File: src/rtl/pool_bram_ctrl.sv
// Sequencer for the 6-input average pool: streams bytes from an input BRAM, presents
// each 6-byte window to the datapath, writes the result out. Optional: POOL_MAX_EN adds max_val.
module pool_bram_ctrl #(
    parameter int IN_AW    = 10,
    parameter int OUT_AW   = 8,
    parameter int CNT_W    = 8,
    parameter int IN_BASE  = 0,
    parameter int OUT_BASE = 0
) (
    input  logic              clk,
    input  logic              rst_n,
    input  logic              start,
    input  logic [CNT_W-1:0]  n_win,
    output logic              busy,
    output logic              done,
    output logic              in_en,
    output logic [IN_AW-1:0]  in_addr,
    input  logic [7:0]        in_data,
    output logic [7:0]        ad0,
    output logic [7:0]        ad1,
    output logic [7:0]        ad2,
    output logic [7:0]        ad3,
    output logic [7:0]        ad4,
    output logic [7:0]        ad5,
    input  logic [7:0]        pool_in,
    output logic              out_we,
    output logic [OUT_AW-1:0] out_addr,
    output logic [7:0]        out_data
`ifdef POOL_MAX_EN
    ,
    output logic [7:0]        max_val
`endif
);

    typedef enum logic [2:0] {S_IDLE, S_READ, S_FILL, S_WRITE, S_DONE} state_t;

    localparam logic [IN_AW-1:0]  RD_ONE  = IN_AW'(1);
    localparam logic [OUT_AW-1:0] WR_ONE  = OUT_AW'(1);
    localparam logic [CNT_W-1:0]  CNT_ONE = CNT_W'(1);

    state_t             state_q, state_d;
    logic [IN_AW-1:0]   rd_ptr_q, rd_ptr_d;
    logic [OUT_AW-1:0]  wr_ptr_q, wr_ptr_d;
    logic [2:0]         k_q, k_d;
    logic [CNT_W-1:0]   win_cnt_q, win_cnt_d;
    logic [CNT_W-1:0]   n_q, n_d;
    logic [47:0]        win_q, win_d;
    logic [CNT_W-1:0]   cnt_inc;
`ifdef POOL_MAX_EN
    logic [7:0]         max_q, max_d;
`endif

    assign cnt_inc = win_cnt_q + CNT_ONE;

    // Window is a byte shift register: the oldest sample drifts down to ad0.
    assign ad0 = win_q[7:0];
    assign ad1 = win_q[15:8];
    assign ad2 = win_q[23:16];
    assign ad3 = win_q[31:24];
    assign ad4 = win_q[39:32];
    assign ad5 = win_q[47:40];
`ifdef POOL_MAX_EN
    assign max_val = max_q;
`endif

    always_ff @(posedge clk) begin
        if (!rst_n) state_q <= S_IDLE;
        else        state_q <= state_d;
    end

    always_ff @(posedge clk) begin
        if (!rst_n) begin
            rd_ptr_q  <= '0;
            wr_ptr_q  <= '0;
            k_q       <= '0;
            win_cnt_q <= '0;
            n_q       <= '0;
            win_q     <= '0;
`ifdef POOL_MAX_EN
            max_q     <= '0;
`endif
        end else begin
            rd_ptr_q  <= rd_ptr_d;
            wr_ptr_q  <= wr_ptr_d;
            k_q       <= k_d;
            win_cnt_q <= win_cnt_d;
            n_q       <= n_d;
            win_q     <= win_d;
`ifdef POOL_MAX_EN
            max_q     <= max_d;
`endif
        end
    end

    always_comb begin
        state_d   = state_q;
        rd_ptr_d  = rd_ptr_q;
        wr_ptr_d  = wr_ptr_q;
        k_d       = k_q;
        win_cnt_d = win_cnt_q;
        n_d       = n_q;
        win_d     = win_q;
`ifdef POOL_MAX_EN
        max_d     = max_q;
`endif
        busy      = (state_q != S_IDLE);
        done      = (state_q == S_DONE);
        in_en     = 1'b0;
        in_addr   = rd_ptr_q;
        out_we    = 1'b0;
        out_addr  = wr_ptr_q;
        out_data  = '0;

        case (state_q)
            S_IDLE: begin
                if (start) begin
`ifdef POOL_MAX_EN
                    max_d = '0;
`endif
                    if (n_win != '0) begin
                        n_d       = n_win;
                        rd_ptr_d  = IN_AW'(IN_BASE);
                        wr_ptr_d  = OUT_AW'(OUT_BASE);
                        k_d       = '0;
                        win_cnt_d = '0;
                        state_d   = S_READ;
                    end else begin
                        state_d   = S_DONE;
                    end
                end
            end
            S_READ: begin
                in_en    = 1'b1;
                rd_ptr_d = rd_ptr_q + RD_ONE;
                // Read data lags the address by one cycle, so k=0 has nothing to capture yet.
                if (k_q != 3'd0) win_d = {in_data, win_q[47:8]};
                k_d = k_q + 3'd1;
                if (k_q == 3'd5) state_d = S_FILL;
            end
            S_FILL: begin
                win_d   = {in_data, win_q[47:8]};
                state_d = S_WRITE;
            end
            S_WRITE: begin
                out_we    = 1'b1;
                out_data  = pool_in;
                wr_ptr_d  = wr_ptr_q + WR_ONE;
                win_cnt_d = cnt_inc;
`ifdef POOL_MAX_EN
                if (pool_in > max_q) max_d = pool_in;
`endif
                if (cnt_inc == n_q) begin
                    state_d = S_DONE;
                end else begin
                    k_d     = '0;
                    state_d = S_READ;
                end
            end
            S_DONE: state_d = S_IDLE;
            default: state_d = S_IDLE;
        endcase
    end

endmodule

File: config.mk
export PLATFORM = sky130hd
export DESIGN_NAME = pool_bram_ctrl
export DESIGN_NICKNAME = d
export VERILOG_FILES = /design/src/rtl/pool_bram_ctrl.sv
export SDC_FILE = /design/constraint.sdc
export NUM_CORES = 1
export LEC_CHECK = 0
export CAP_MARGIN = 15
export CORE_MARGIN = 5
export CORE_UTILIZATION = 40
export CTS_BUF_LIST = sky130_fd_sc_hd__clkbuf_8
export CTS_CLUSTER_DIAMETER = 60
export DETAILED_ROUTE_END_ITERATION = 10
export PLACE_DENSITY_LB_ADDON = 0.05
export SLEW_MARGIN = 20
export SYNTH_ARGS = -nofsm -noshare
export SYNTH_HDL_FRONTEND = slang
export SYNTH_SLANG_ARGS = --single-unit
File: constraint.sdc
create_clock -name clk -period 2.4 [get_ports clk]
set_input_delay 0.72 -clock clk [delete_from_list [all_inputs] [get_ports clk]]
set_output_delay 0.72 -clock clk [all_outputs]
set_load 0.03 [all_outputs]
Yosys cells after proc, flatten, opt, wreduce, memory -nomap -nowiden:

Cells that the tools add are included.

* bits in registers: 88
* input bits: 27
* logic and storage cells: 57

* add/subtract/negate cells: 4
* equal/unequal tests: 11
* multiplexer cells: 21
* reduce and logical (&&, ||, !) cells: 14

Operators by type and width (number)
* 48-bit one-hot mux with 2 select lines: 1
* 48-bit two-way mux: 1
* 8-bit one-hot mux with 2 select lines: 2
* 8-bit two-way mux: 3
* 3-bit two-way mux: 7
* 10-bit two-way mux: 2
* 10-bit one-hot mux with 2 select lines: 1
* 8-bit by 1-bit adder with 8-bit output (second input constant): 2
* 3-bit one-hot mux with 4 select lines: 1
* 10-bit by 1-bit adder with 10-bit output (second input constant): 1
* 2-bit inequality test (second input constant): 5
* 3-bit one-hot mux with 3 select lines: 1
* 3-bit AND reduction: 3
* 3-bit nonzero test: 3
* 8-bit == test: 1
* 8-bit nonzero test: 1
* 3-bit by 2-bit == test with 1-bit output (second input constant): 2
* 3-bit == test (second input constant): 2
* 2-bit nonzero test: 3
* 2-bit AND reduction: 2
* 4-bit AND reduction: 1
* 3-bit by 1-bit adder with 3-bit output (second input constant): 1
* 3-bit by 1-bit == test with 1-bit output (second input constant): 1
* 3-bit zero test: 1
* 1-bit two-way mux: 2

Logic depth before layout (Yosys ltp):

* depth in word-level cells: 4
* gate-level depth with buffers: 9
* mapped depth without buffers: 8

Worst setup path before layout:

OpenSTA, ideal clock, no wires.

* kind: reg-to-output
* start point: register state_q[1]
* end point: output out_data[0]
* data arrival time: 1.884 ns
* data required time: 1.680 ns
* slack: -0.204 ns
* stages on the path, launching flop included: 8
* buffers on the path: 3
* path through: dfxtp_1 -> clkbuf_2 -> nand2_1 -> or2_2 -> buf_2 -> clkinv_1 -> clkbuf_1 -> and2_1

* cells in the longest elaborated chain, start to end: 2

Ends and longest elaborated chain
* start: declaration: RTL line 41 `state_t state_q, state_d;`
* start signal: assignment: RTL line 68 `else state_q <= state_d;`
* 3-bit by 2-bit == test with 1-bit output: RTL line 114 `case (state_q)`
* 8-bit two-way mux: RTL line 114
* end: declaration: RTL line 28 `output logic [7:0] out_data`

Every way passes these cells.

Worst setup path after layout:

* start point: input n_win[4]
* end point: register n_q[0]

* cells in the longest elaborated chain, start to end: 2

Ends and longest elaborated chain
* start: declaration: RTL line 13 `input logic [CNT_W-1:0] n_win,`
* 8-bit nonzero test: RTL line 120 `if (n_win != '0) begin`
* 3-bit AND reduction (no source line)
* end signal: assignment: RTL line 87 `n_q <= n_d;`
* end: declaration: RTL line 46 `logic [CNT_W-1:0] n_q, n_d;`

Every way passes these cells.
A chain may end at the register's enable or synchronous reset.

==> impl_metrics.ini <==
[timing]
rsz0062_at_grt = no
setup_tns_ns = 0
setup_violations = 0
maxSlewHeadroom_pct = 68.4
max_freq_mhz = 437
worst_pin_slew_ns = 0.474
report.final.slew_viol_count = 0
period_minus_slack_ns = 2.29
timing.final.hold_violations = 0
fin_crit_sh_pct = 95.3
fin_worst_skew_ns = 0.00924

[logic_synthesis]
synth_warnings = 0
synth_edf_count = 0
postSynthCellCount = 461
ys_seq_area_share_pct = 45.0
yosys_register_bits = 88
synth_top_flop_cell = dfxtp_1
synth_area_per_cell_um2 = 8.50
synth_fp_nets = 494
synth_top_area_share_pct = 45.0
syn-cell-area_um2 = 3920
synth_area_leaders = dfxtp_1 45%, nand2_1 11%, a21boi_0 8.8%
ys_async_sr_fraction_pct = 0
synth_top_cell_by_area = dfxtp_1
synth.distinct_cells = 49

[global_route]
grt_max_degree = 51
grt_pass1_wl_um = 15800
antenna_found_initial = 0
grt_overflow = 0
grt_pass1_vias = 3302
grt_usage_pct = 16.6

[layout]
layout_commonest_cell = nand2_1
diodes = 0
instances_no_fill = 706
layout_common_cells = 119 x nand2_1, 91 x clkdlybuf4s50_1, 87 x dfxtp_1
syn2layout_area_growth_pct = 37.2
final_layout_size_suffix_gt1_share_pct = 11.7
final_net_count = 601
n_fill_cell = 914

[setup_path]
cp.required_ns = 2.64
arrival_ns = 2.53
worstSetupStartpoint = n_win[4]
r2r-start = win_cnt_q[0]$_SDFFE_PN0P_
startpoint_type = primary input
timing_worst_setup_path_type = in -> reg
crit_path_end_kind = flip-flop
cp_max_fo = 8

[placed_design]
dpl.cell_count = 690
io_buffers = 104
gp_congestion = 0.828
hpwl_um = 6920

[clock_tree]
cts.sinks = 88
cts.htree.levels = 3
cts-buffers-inserted = 9
cts_setup_buffers = 0
clock_latency_ns = 0.35
cts_buffer_depth = 2
clk_pin_slew_ns = 0.09
tritoncts = built
cts-root-buf = clkbuf_8

[worst_hold_path]
hp-start = win_q[6]$_SDFFE_PN0P_
hold_path.class = reg -> reg

[floorplanning]
core.rowCount = 36
core-area_um2 = 9680
die_w_um = 109
start_util_pct = 40.5
die_y_um = 109
dieArea_um2 = 11900
num_io_pins = 105

[pwr]
leakagePower_nw = 1.98
ir_worst_vdd_mv = 0.327
power.density_nw_per_um2 = 538

[outcome]
outcome = finished, final reports clean

[routing]
drtIter0Drc = 74
wl_per_cell_um = 13.8
ant_nets = 0
finalWirelength_um = 9740
first_pass_iters = 4
vias = 3462
drcViolationCount = 0
avgViaCountPerCell = 4.90

[job]
drv_cap = 0
==> layer usage <==
metal	wire, um	GRT usage, %	vias up
li1	-	-	1748
met1	4140	18.8	1613
met2	4710	29.0	94
met3	797	6.28	7
met4	87	4.69	0
met5	0	0	-
==> state kept, by name, summed over array words and instances, names as in the netlist <==
signal     count
win_q         48
in_addr       10
n_q            8
out_addr       8
win_cnt_q      8
k_q            3
state_q        3
==> worst paths after layout <==
kind	end	slack, ns	cells after the start
worst max-delay path	n_q[0]$_SDFFE_PN0P_	0.11	7
worst min-delay path	win_q[6]$_SDFFE_PN0P_	0.46	2
worst max register to register	k_q[0]$_SDFFE_PN0P_	0.21	7
worst min register to register	win_q[6]$_SDFFE_PN0P_	0.46	2
==> repair_timing <==
action | in CTS | in global routing
setup endpoints to repair | 11 | 9
hold buffers | 0 | 0
gates resized for setup | 4 | 2
pin swaps | 0 | 0
==> cells in the mapped netlist (7+ instances only) <==
| cell | number |
|---|---|
| xor2_1 | 14 |
| buf_2 | 8 |
| nor2b_1 | 9 |
| dfxtp_1 | 88 |
| nand2_1 | 119 |
| clkbuf_1 | 14 |
| nor2_1 | 23 |
| and2_1 | 8 |
| xnor2_1 | 8 |
| nand3_1 | 13 |
| a21boi_0 | 46 |
| a21oi_1 | 9 |
| a21boi_1 | 7 |
| inv_1 | 7 |
| mux2i_1 | 9 |
| o21ai_0 | 13 |
| and3_1 | 8 |
==> critical path, stage by stage <==
cell             delay [ns]
clkdlybuf4s50_1        0.42
or4_4                  0.59
o21ai_4                0.23
or2_4                  0.19
buf_12                 0.13
mux2i_1                0.17
nor2b_1                0.06
==> through the flow <==
| step | total power, W | hold WS, ns | instance area [um^2] | setup slack [ns] | util [%] |
|---|---|---|---|---|---|
| after global placement | 0.00189 | 0.444 | 5170 | -0.233 | 53.4 |
| after floorplan | 0.00175 | 0.464 | 3930 | 0.0569 | - |
| after CTS | 0.00294 | 0.461 | 5370 | 0.00443 | 55.5 |
| final | 0.00289 | 0.456 | 5370 | 0.113 | 55.5 |
| after global routing | 0.00304 | 0.484 | 5370 | 0.00159 | 55.5 |
| after detailed placement | 0.00190 | 0.448 | 5170 | -0.254 | 53.4 |
==> report_power, final <==
part	internal (W)	total, W	switching, W
logic	0.000164	0.000347	0.000184
clock network	0.000484	0.00103	0.000550
registers	0.00149	0.00151	0.0000244
==> kinds of logic after synthesis <==
| logic type | share of synthesized area, % |
|---|---|
| mux | 2.30 |
| fa+ha+maj | 1.92 |
| compound gates | 18.0 |
| buf+inv | 4.44 |
| simple gates | 23.5 |
| xor+xnor | 4.92 |
| flops | 45.0 |
==> final cells by class <==
cell class                 count  area [um^2]  area share [%]
tap                          133          166            3.10
clock buffer                   9          124            2.31
multi-input combinational    337         2000            37.3
timing repair buffer         124         1210            22.5
inverter                       8         35.0           0.652
sequential                    88         1770            32.9
clock inverter                 7         71.3            1.33
Note: power is estimated with default switching activity, not from simulation.
